**config.mk**
```make
export PLATFORM = sky130hd
export DESIGN_NAME = link_tx_sequencer
export DESIGN_NICKNAME = d
export VERILOG_FILES = /design/src/rtl/link_tx_sequencer.sv
export SDC_FILE = /design/constraint.sdc
export NUM_CORES = 1
export LEC_CHECK = 0
export CORE_AREA = 5 5 66 68
export DETAILED_ROUTE_END_ITERATION = 16
export DIE_AREA = 0 0 71 73
export DONT_BUFFER_PORTS = 1
export PLACE_DENSITY = 0.53
export SYNTH_ARGS = -nofsm -noshare
export SYNTH_HDL_FRONTEND = slang
export SYNTH_SLANG_ARGS = --single-unit
```
**constraint.sdc**
```tcl
create_clock -name clk -period 1.6 [get_ports clk]
set_clock_uncertainty 0.05 [all_clocks]
set_input_delay 0.4 -clock clk [delete_from_list [all_inputs] [get_ports clk]]
set_output_delay 0.4 -clock clk [all_outputs]
set_load 0.05 [all_outputs]
```
**src/rtl/link_tx_sequencer.sv**
```systemverilog
// link_tx_sequencer: symbol sequencer in front of an 8b/10b encoder.
// After reset it sends SYNC_LEN K28.5 commas, then idle fill (K28.0) with
// one comma every COMMA_PERIOD idle symbols. Frames from two byte-stream
// requesters are granted round-robin and framed as SOF, data, EOF.
//
// Optional feature macro: TXSEQ_MAXLEN_EN
//   defined   : frames longer than MAX_LEN bytes are cut with ERR (K30.7);
//               the rest of the frame is drained and discarded, then EOF.
//   undefined : frame length is unbounded.
//
// Ports:
//   clk       system clock, rising edge
//   rst       asynchronous reset, active low
//   enb       global enable; 0 freezes the block
//   in_valid  per-requester byte valid (bit p = requester p)
//   in_data0  requester 0 byte
//   in_data1  requester 1 byte
//   in_last   per-requester last byte of frame
//   in_ready  per-requester ready (combinational)
//   enc_data  byte to encoder (registered)
//   enc_k     K-symbol flag to encoder (registered)
//   enc_enb   encoder enable (registered)
//   link_up   sync phase complete (registered)
//   busy      framing in progress (registered)
module link_tx_sequencer #(
  parameter int unsigned SYNC_LEN     = 16,
  parameter int unsigned COMMA_PERIOD = 8,
  parameter int unsigned MAX_LEN      = 64
) (
  input  logic       clk,
  input  logic       rst,
  input  logic       enb,
  input  logic [1:0] in_valid,
  input  logic [7:0] in_data0,
  input  logic [7:0] in_data1,
  input  logic [1:0] in_last,
  output logic [1:0] in_ready,
  output logic [7:0] enc_data,
  output logic       enc_k,
  output logic       enc_enb,
  output logic       link_up,
  output logic       busy
);

  localparam int unsigned SyncW = $clog2(SYNC_LEN + 1);
  localparam int unsigned IdleW = $clog2(COMMA_PERIOD);

  localparam logic [7:0] SymComma = 8'hBC;  // K28.5
  localparam logic [7:0] SymFill  = 8'h1C;  // K28.0
  localparam logic [7:0] SymSof   = 8'hFB;  // K27.7
  localparam logic [7:0] SymEof   = 8'hFD;  // K29.7
`ifdef TXSEQ_MAXLEN_EN
  localparam logic [7:0] SymErr   = 8'hFE;  // K30.7
  localparam int unsigned LenW    = $clog2(MAX_LEN + 1);
`endif

  // Reject parameter values the counters cannot represent.
  if (SYNC_LEN < 1 || COMMA_PERIOD < 2 || MAX_LEN < 1) begin : g_bad_params
    $error("link_tx_sequencer: illegal parameter value");
  end

  typedef enum logic [2:0] {
    S_SYNC = 3'd0,
    S_IDLE = 3'd1,
    S_DATA = 3'd2,
    S_EOF  = 3'd3,
    S_DROP = 3'd4
  } state_e;

  state_e           state_q, state_d;
  logic [SyncW-1:0] sync_cnt_q, sync_cnt_d;
  logic [IdleW-1:0] idle_cnt_q, idle_cnt_d;
  logic             last_grant_q, last_grant_d;
  logic             grant_q, grant_d;
  logic             gap_q, gap_d;        // force one idle symbol after EOF
  logic [7:0]       enc_data_q, enc_data_d;
  logic             enc_k_q, enc_k_d;
  logic             enc_enb_q, enc_enb_d;
  logic             link_up_q, link_up_d;
  logic             busy_q, busy_d;
`ifdef TXSEQ_MAXLEN_EN
  logic [LenW-1:0]  byte_cnt_q, byte_cnt_d;
  logic             len_hit_c;
`endif

  // Granted requester's stream, muxed once for the DATA/DROP states.
  logic       valid_g_c;
  logic       last_g_c;
  logic [7:0] data_g_c;
  logic       accept_c;

  assign valid_g_c = grant_q ? in_valid[1] : in_valid[0];
  assign last_g_c  = grant_q ? in_last[1]  : in_last[0];
  assign data_g_c  = grant_q ? in_data1    : in_data0;

`ifdef TXSEQ_MAXLEN_EN
  // MAX_LEN bytes already sent: the next symbol is ERR, so nothing is taken.
  assign len_hit_c = (byte_cnt_q == LenW'(MAX_LEN));
  assign accept_c  = enb && ((state_q == S_DATA && !len_hit_c) || state_q == S_DROP);
`else
  assign accept_c  = enb && (state_q == S_DATA);
`endif

  // Ready only toward the granted requester while a frame accepts bytes.
  always_comb begin : ready_comb
    in_ready = 2'b00;
    if (accept_c) begin
      in_ready = grant_q ? 2'b10 : 2'b01;
    end
  end

  // Next-state and next-output logic.
  always_comb begin : next_comb
    state_d      = state_q;
    sync_cnt_d   = sync_cnt_q;
    idle_cnt_d   = idle_cnt_q;
    last_grant_d = last_grant_q;
    grant_d      = grant_q;
    gap_d        = gap_q;
    enc_data_d   = enc_data_q;
    enc_k_d      = enc_k_q;
    enc_enb_d    = 1'b0;
    link_up_d    = link_up_q;
    busy_d       = busy_q;
`ifdef TXSEQ_MAXLEN_EN
    byte_cnt_d   = byte_cnt_q;
`endif

    if (enb) begin
      enc_enb_d = 1'b1;
      case (state_q)
        S_SYNC: begin
          enc_data_d = SymComma;
          enc_k_d    = 1'b1;
          sync_cnt_d = sync_cnt_q + SyncW'(1);
          if (sync_cnt_q == SyncW'(SYNC_LEN - 1)) begin
            state_d   = S_IDLE;
            link_up_d = 1'b1;
          end
        end

        S_IDLE: begin
          if (idle_cnt_q == IdleW'(COMMA_PERIOD - 1)) begin
            // Periodic comma wins over a pending request.
            enc_data_d = SymComma;
            enc_k_d    = 1'b1;
            idle_cnt_d = '0;
            gap_d      = 1'b0;
          end else if (in_valid != 2'b00 && !gap_q) begin
            // Single requester wins outright; on a tie the other one than last time.
            grant_d      = (in_valid == 2'b11) ? ~last_grant_q : in_valid[1];
            last_grant_d = grant_d;
            enc_data_d   = SymSof;
            enc_k_d      = 1'b1;
            busy_d       = 1'b1;
            state_d      = S_DATA;
`ifdef TXSEQ_MAXLEN_EN
            byte_cnt_d   = '0;
`endif
          end else begin
            enc_data_d = SymFill;
            enc_k_d    = 1'b1;
            idle_cnt_d = idle_cnt_q + IdleW'(1);
            gap_d      = 1'b0;
          end
        end

        S_DATA: begin
`ifdef TXSEQ_MAXLEN_EN
          if (len_hit_c) begin
            enc_data_d = SymErr;
            enc_k_d    = 1'b1;
            state_d    = S_DROP;
          end else
`endif
          if (valid_g_c) begin
            enc_data_d = data_g_c;
            enc_k_d    = 1'b0;
`ifdef TXSEQ_MAXLEN_EN
            byte_cnt_d = byte_cnt_q + LenW'(1);
`endif
            if (last_g_c) begin
              state_d = S_EOF;
            end
          end else begin
            // Requester stalled: keep the frame open with fill.
            enc_data_d = SymFill;
            enc_k_d    = 1'b1;
          end
        end

`ifdef TXSEQ_MAXLEN_EN
        S_DROP: begin
          // Drain the oversized frame; its bytes never reach the encoder.
          enc_data_d = SymFill;
          enc_k_d    = 1'b1;
          if (valid_g_c && last_g_c) begin
            state_d = S_EOF;
          end
        end
`endif

        S_EOF: begin
          enc_data_d = SymEof;
          enc_k_d    = 1'b1;
          busy_d     = 1'b0;
          gap_d      = 1'b1;
          state_d    = S_IDLE;
        end

        default: begin
          state_d = S_SYNC;
        end
      endcase
    end
  end

  // State and output registers.
  always_ff @(posedge clk or negedge rst) begin : regs
    if (!rst) begin
      state_q      <= S_SYNC;
      sync_cnt_q   <= '0;
      idle_cnt_q   <= '0;
      last_grant_q <= 1'b1;
      grant_q      <= 1'b0;
      gap_q        <= 1'b0;
      enc_data_q   <= SymComma;
      enc_k_q      <= 1'b1;
      enc_enb_q    <= 1'b0;
      link_up_q    <= 1'b0;
      busy_q       <= 1'b0;
`ifdef TXSEQ_MAXLEN_EN
      byte_cnt_q   <= '0;
`endif
    end else begin
      state_q      <= state_d;
      sync_cnt_q   <= sync_cnt_d;
      idle_cnt_q   <= idle_cnt_d;
      last_grant_q <= last_grant_d;
      grant_q      <= grant_d;
      gap_q        <= gap_d;
      enc_data_q   <= enc_data_d;
      enc_k_q      <= enc_k_d;
      enc_enb_q    <= enc_enb_d;
      link_up_q    <= link_up_d;
      busy_q       <= busy_d;
`ifdef TXSEQ_MAXLEN_EN
      byte_cnt_q   <= byte_cnt_d;
`endif
    end
  end

  assign enc_data = enc_data_q;
  assign enc_k    = enc_k_q;
  assign enc_enb  = enc_enb_q;
  assign link_up  = link_up_q;
  assign busy     = busy_q;

endmodule

```
Yosys cells after proc, flatten, opt, wreduce, memory -nomap -nowiden
Cells that the tools add are included.

storage, ports and cells
  bits in registers = 26
  bits of input ports = 23
  logic and storage cells = 73

cells by class
  $add $sub $neg = 2
  eq/ne operators = 13
  muxes and demuxes = 27
  bitwise operators = 2
  reduce and logical (&&, ||, !) cells = 18

operator list
  operator                                                                count
  8-bit two-way mux                                                       4
  8-bit one-hot mux with 4 select lines                                   1
  3-bit two-way mux                                                       7
  2-bit != test (second input constant)                                   6
  3-bit one-hot mux with 4 select lines                                   1
  1-bit two-way mux                                                       9
  3-bit AND reduction                                                     3
  4-bit AND reduction                                                     2
  3-bit by 2-bit equality test with 1-bit output (second input constant)  2
  1-bit one-hot mux with 2 select lines                                   3
  2-bit AND reduction                                                     3
  6-bit AND reduction                                                     1
  2-bit nonzero test                                                      3
  5-bit by 1-bit adder with 5-bit output (second input constant)          1
  5-bit by 4-bit equality test with 1-bit output (second input constant)  1
  2-bit two-way mux                                                       2
  4-bit nonzero test                                                      1
  3-bit by 1-bit adder with 3-bit output (second input constant)          1
  3-bit by 1-bit equality test with 1-bit output (second input constant)  1
  3-bit equality test (second input constant)                             1
  3-bit zero test                                                         1
  3-bit != test (second input constant)                                   1
  3-bit OR reduction                                                      1
  2-bit equality test (second input constant)                             1
  other kinds (3)                                                         5

Longest topological paths before layout
  word-level depth = 5
  depth in mapped cells = 7
  mapped depth without buffers = 6

Worst setup path before layout
Ideal clock, no wire load.

  path kind = register to output
  start point = register state_q[0]
  end point = output port in_ready[0]
  arrival = 1.781 ns
  required time = 1.150 ns
  path slack = -0.631 ns
  stages on the path, launching flop included = 6
  path buffers = 1
  cells stage by stage = dfrtp_1 > inv_1 > ha_1 > clkbuf_1 > nand2_1 > nor2_1

between the ends
  longest elaborated chain between the ends = 3

ends and longest elaborated chain
  item                                            line  text
  start: declaration                              70    state_e state_q, state_d;
  start signal: assignment                        236   state_q <= state_d;
  3-bit by 2-bit equality test with 1-bit output  101   assign accept_c = enb && (state_q == S_DATA);
  1-bit logical AND                               101
  2-bit two-way mux                               107   if (accept_c) begin
  end: declaration                                37    output logic [1:0] in_ready,

Every way passes these cells.

Worst setup path in the final report
Same ends and word-level chain as after synthesis.

==> impl_table.tex <==
\begin{tabular}{lr}
\hline
Metric & Value \\
\hline
\multicolumn{2}{l}{\textbf{Timing}} \\
Transition time of the tightest slew-check pin & 0.6154 ns \\
Final number of hold-violating endpoints & 0 \\
Unrepaired setup endpoints after global routing & yes \\
Count of endpoints failing setup in the final report & 15 \\
Maximum operating frequency & 556.3 MHz \\
Remaining max-slew budget at the tightest pin & 0.5889 \\
Min setup slack post-route & -0.1976 ns \\
Sum of negative setup slack & -1.062 ns \\
Share of the clock period used by the worst path after layout & 1.124 \\
Total count of max-transition violations in the final report & 0 \\
Minimum clock period & 1.798 ns \\
\multicolumn{2}{l}{\textbf{Setup path}} \\
Critical Path AT & 1.35 ns \\
Startpoint type of the worst setup path & flop \\
Type of the setup path with the least slack & flop to primary output \\
Max Fanout on Critical Path & 5 \\
Data required time of the worst path & 1.15 ns \\
Crit. End Element & primary output \\
Cell depth of the worst flop-to-flop path & 6 \\
\multicolumn{2}{l}{\textbf{Layout}} \\
Post-layout net count & 202 \\
Area growth from synthesis to final layout & 39.96\% \\
Post-route standard cell area excluding fillers & 2007 µm² \\
Filler cell count in the final layout & 345 \\
\# diodes & 0 \\
Share of final-layout standard cells stronger than drive strength 1 & 0.5357 \\
Post-layout instance count excluding filler cells & 218 \\
\multicolumn{2}{l}{\textbf{Placed design}} \\
Placed standard-cell area & 1752 µm² \\
Placed cell count & 204 \\
Number of I/O port buffers & 0 \\
Post-DP HPWL & 2.590 mm \\
Placer's final routability congestion estimate & 0.7844 \\
\multicolumn{2}{l}{\textbf{Power and ir drop}} \\
Maximum VDD drop & 0.7207 mV \\
Cell leakage power & 0.8852 nW \\
Pwr/cell area & 2118 nW/µm² \\
\multicolumn{2}{l}{\textbf{Logic synthesis}} \\
Ys async rst share & 1.000 \\
Largest family of logic cells by synthesized area & compound AO/OA/AOI/OAI gates \\
Parity-gate share of the synthesized area counting xor and xnor cells & 0.01832 \\
Avg Inst Size Synth & 10.70 µm² \\
Number of cells produced by synthesis & 134 \\
Count of flip-flops with a built-in enable after synthesis & 0 \\
Post-Synthesis Cell Area & 1434 µm² \\
Share of synthesized cell area in and, or, nand and nor gates & 0.1187 \\
Count of synthesis-stage warnings from yosys & 0 \\
Portion of the post-synthesis area used by sequential elements & 0.4424 \\
Dominant synthesized flop cell & dfrtp\_1 \\
Distinct cell type count after synthesis & 42 \\
Compound-Gate Fraction of Synth Area & 0.1928 \\
Post-Synthesis Net Count & 167 \\
Fraction of synthesized area in multiplexers & 0.08726 \\
Number of register bits inferred by synthesis & 25 \\
Adder and majority gate portion of the synthesized area & 0.08726 \\
\multicolumn{2}{l}{\textbf{Clock network}} \\
Source-to-sink clock delay at the later pin of the worst-skew pair & 0.27 ns \\
CTS tree & built \\
Cell at the root of the clock tree & clkbuf\_8 \\
Clk buf depth & 2 \\
Htree depth & 1 \\
Clock Sink Count & 25 \\
Clock Pin Slew Worst Setup and Hold Paths & 0.09 ns \\
Num CTS Buffers & 3 \\
\multicolumn{2}{l}{\textbf{Status}} \\
Violations in the final reports & negative setup slack \\
Result of the run & complete, but fails checks \\
\multicolumn{2}{l}{\textbf{Route}} \\
Average wire per cell in the routed design & 16.89 µm \\
Post-detailed-routing wire length & 3.683 mm \\
Via/cell ratio & 5.257 \\
Count of antenna-violating nets left after detailed routing & 0 \\
Vias after detailed routing & 1146 \\
Detailed router's first-iteration violation count & 54 \\
1st-pass router iterations & 4 \\
Post-detailed-route DRC marker count & 0 \\
\multicolumn{2}{l}{\textbf{Die}} \\
Die outline area & 5183 µm² \\
Horizontal extent of the die & 71 µm \\
Initial Utilization & 0.3775 \\
Core Box Area & 3799 µm² \\
Die Height & 73 µm \\
Row count & 23 \\
I/O pin total & 37 \\
\multicolumn{2}{l}{\textbf{Global routing}} \\
Grt met3 use & 0.03306 \\
Global Route met1 Usage & 0.1765 \\
GRT met2 Usage & 0.2636 \\
Global-route wire length before repair & 6.078 mm \\
Maximum number of pins on one net before global-route repair & 26 \\
GRT busiest layer & met2 \\
Total congestion overflow & 0 \\
Overall routing resource usage & 0.1476 \\
Vias in the first global route & 1246 \\
Number of antenna violations at the first check in global routing & 0 \\
\multicolumn{2}{l}{\textbf{Min path}} \\
Hold/Removal Path Class & primary input to flop \\
Hold path cells & 0 \\
\multicolumn{2}{l}{\textbf{Flow run}} \\
Max-cap violation count & 0 \\
\hline
\end{tabular}
## sequential cells by signal, summed over array words and instances (netlist names)
register,cells
busy,1
enc_data,8
enc_enb,1
enc_k,1
gap_q,1
grant_q,1
idle_cnt_q,3
last_grant_q,1
link_up,1
state_q,2
sync_cnt_q,5
## routing by layer
layer / part of all wire / up-vias / wire length, µm
met1: 0.41 / 565 / 1522
met3: 0.052 / 4 / 193
met5: 0 / - / 0
met4: 0.0079 / 0 / 29
li1: - / 550 / -
met2: 0.53 / 27 / 1937
## synthesized netlist by cell type (2+ instances only)
cell type,count,area [µm²]
buf_6,2,22.52
a221oi_1,2,17.52
dfstp_2,7,183.9
nand2_1,14,52.55
clkbuf_1,4,15.01
ha_1,10,125.1
a21oi_1,4,20.02
a211oi_1,4,30.03
nor2_1,5,18.77
dfrtp_1,18,450.4
inv_1,7,26.28
a21o_1,2,15.01
nand3_1,2,10.01
nor3_1,2,10.01
a22o_2,5,50.05
xnor2_1,2,17.52
o21ai_0,9,45.04
a2111oi_0,2,17.52
o21bai_1,2,15.01
mux2_2,8,90.09
mux2i_1,2,20.02
## cells in the final DEF (no fill, tap or decap), drive strengths merged, types with 2 or more instances in the layout
cell,n
a2111oi,2
a211oi,4
a21o,2
a21oi,4
a221oi,2
a22o,5
and3,2
buf,37
clkbuf,4
dfrtp,18
dfstp,7
ha,10
inv,7
mux2,9
mux2i,2
nand2,14
nand3,2
nor2,5
nor3,3
o21ai,10
o21bai,2
xnor2,2
## power by group
group          internal, mW  leakage [nW]  total (mW)  switching (mW)
clock                 0.179        0.0228       0.390           0.211
sequential            0.965         0.296        1.57           0.607
combinational          1.25         0.567        2.29            1.04
total                  2.39         0.885        4.25            1.86
## worst paths after layout
path                                from             to  slack (ns)
max                           state_q[0]    in_ready[0]       -0.20
min                                  enb        enc_enb         0.1
max reg2reg                   state_q[1]    enc_data[4]       -0.16
min reg2reg                sync_cnt_q[3]  sync_cnt_q[3]        0.45
max in group asynchronous            rst    enc_data[3]        0.76
min in group asynchronous            rst  idle_cnt_q[2]        0.51
## area by class of cell
type	count	area, µm²	area share
sequential	25	635.6	0.3167
multi-input combinational	94	897.1	0.4470
inverter	7	26.28	0.01309
timing repair buffer	38	340.3	0.1696
tap	50	62.56	0.03117
clock buffer	4	45.04	0.02244
## kinds of logic (layout without fill, tap and decap cells)
kind of cell    count (synthesis)  after routing
compound gates                 38             38
fa+ha+maj                      10             10
flops                          25             25
buf+inv                        15             49
simple gates                   32             32
xor+xnor                        3              3
mux                            11             11
## critical path, stage by stage, from the launching register on
cell	delay [ns]
dfrtp_1	0.41
inv_2	0.09
ha_4	0.17
buf_6	0.12
nand2_4	0.05
nor2_4	0.09
buf_12	0.14
## through the flow
stage | total power [mW] | setup slack (ns) | util | hold slack (ns)
floorplan | 2.795 | -0.1152 | - | 0.05441
global route | 4.539 | -0.2459 | 0.5283 | 0.08611
detailed placement | 3.482 | -0.1370 | 0.4611 | 0.05544
CTS | 4.142 | -0.1815 | 0.5152 | 0.09248
finish | 4.250 | -0.1976 | 0.5283 | 0.09711
global placement | 3.409 | -0.06622 | 0.4611 | 0.05531
## repair_timing
action,4_1_cts,5_1_grt
gates resized for setup,16,11
endpoints found under the hold margin,25,0
endpoints found under the setup margin,17,19
hold buffers,2,0
setup buffers,7,1
pin swaps,7,4
(Power assumes the default switching activity.)
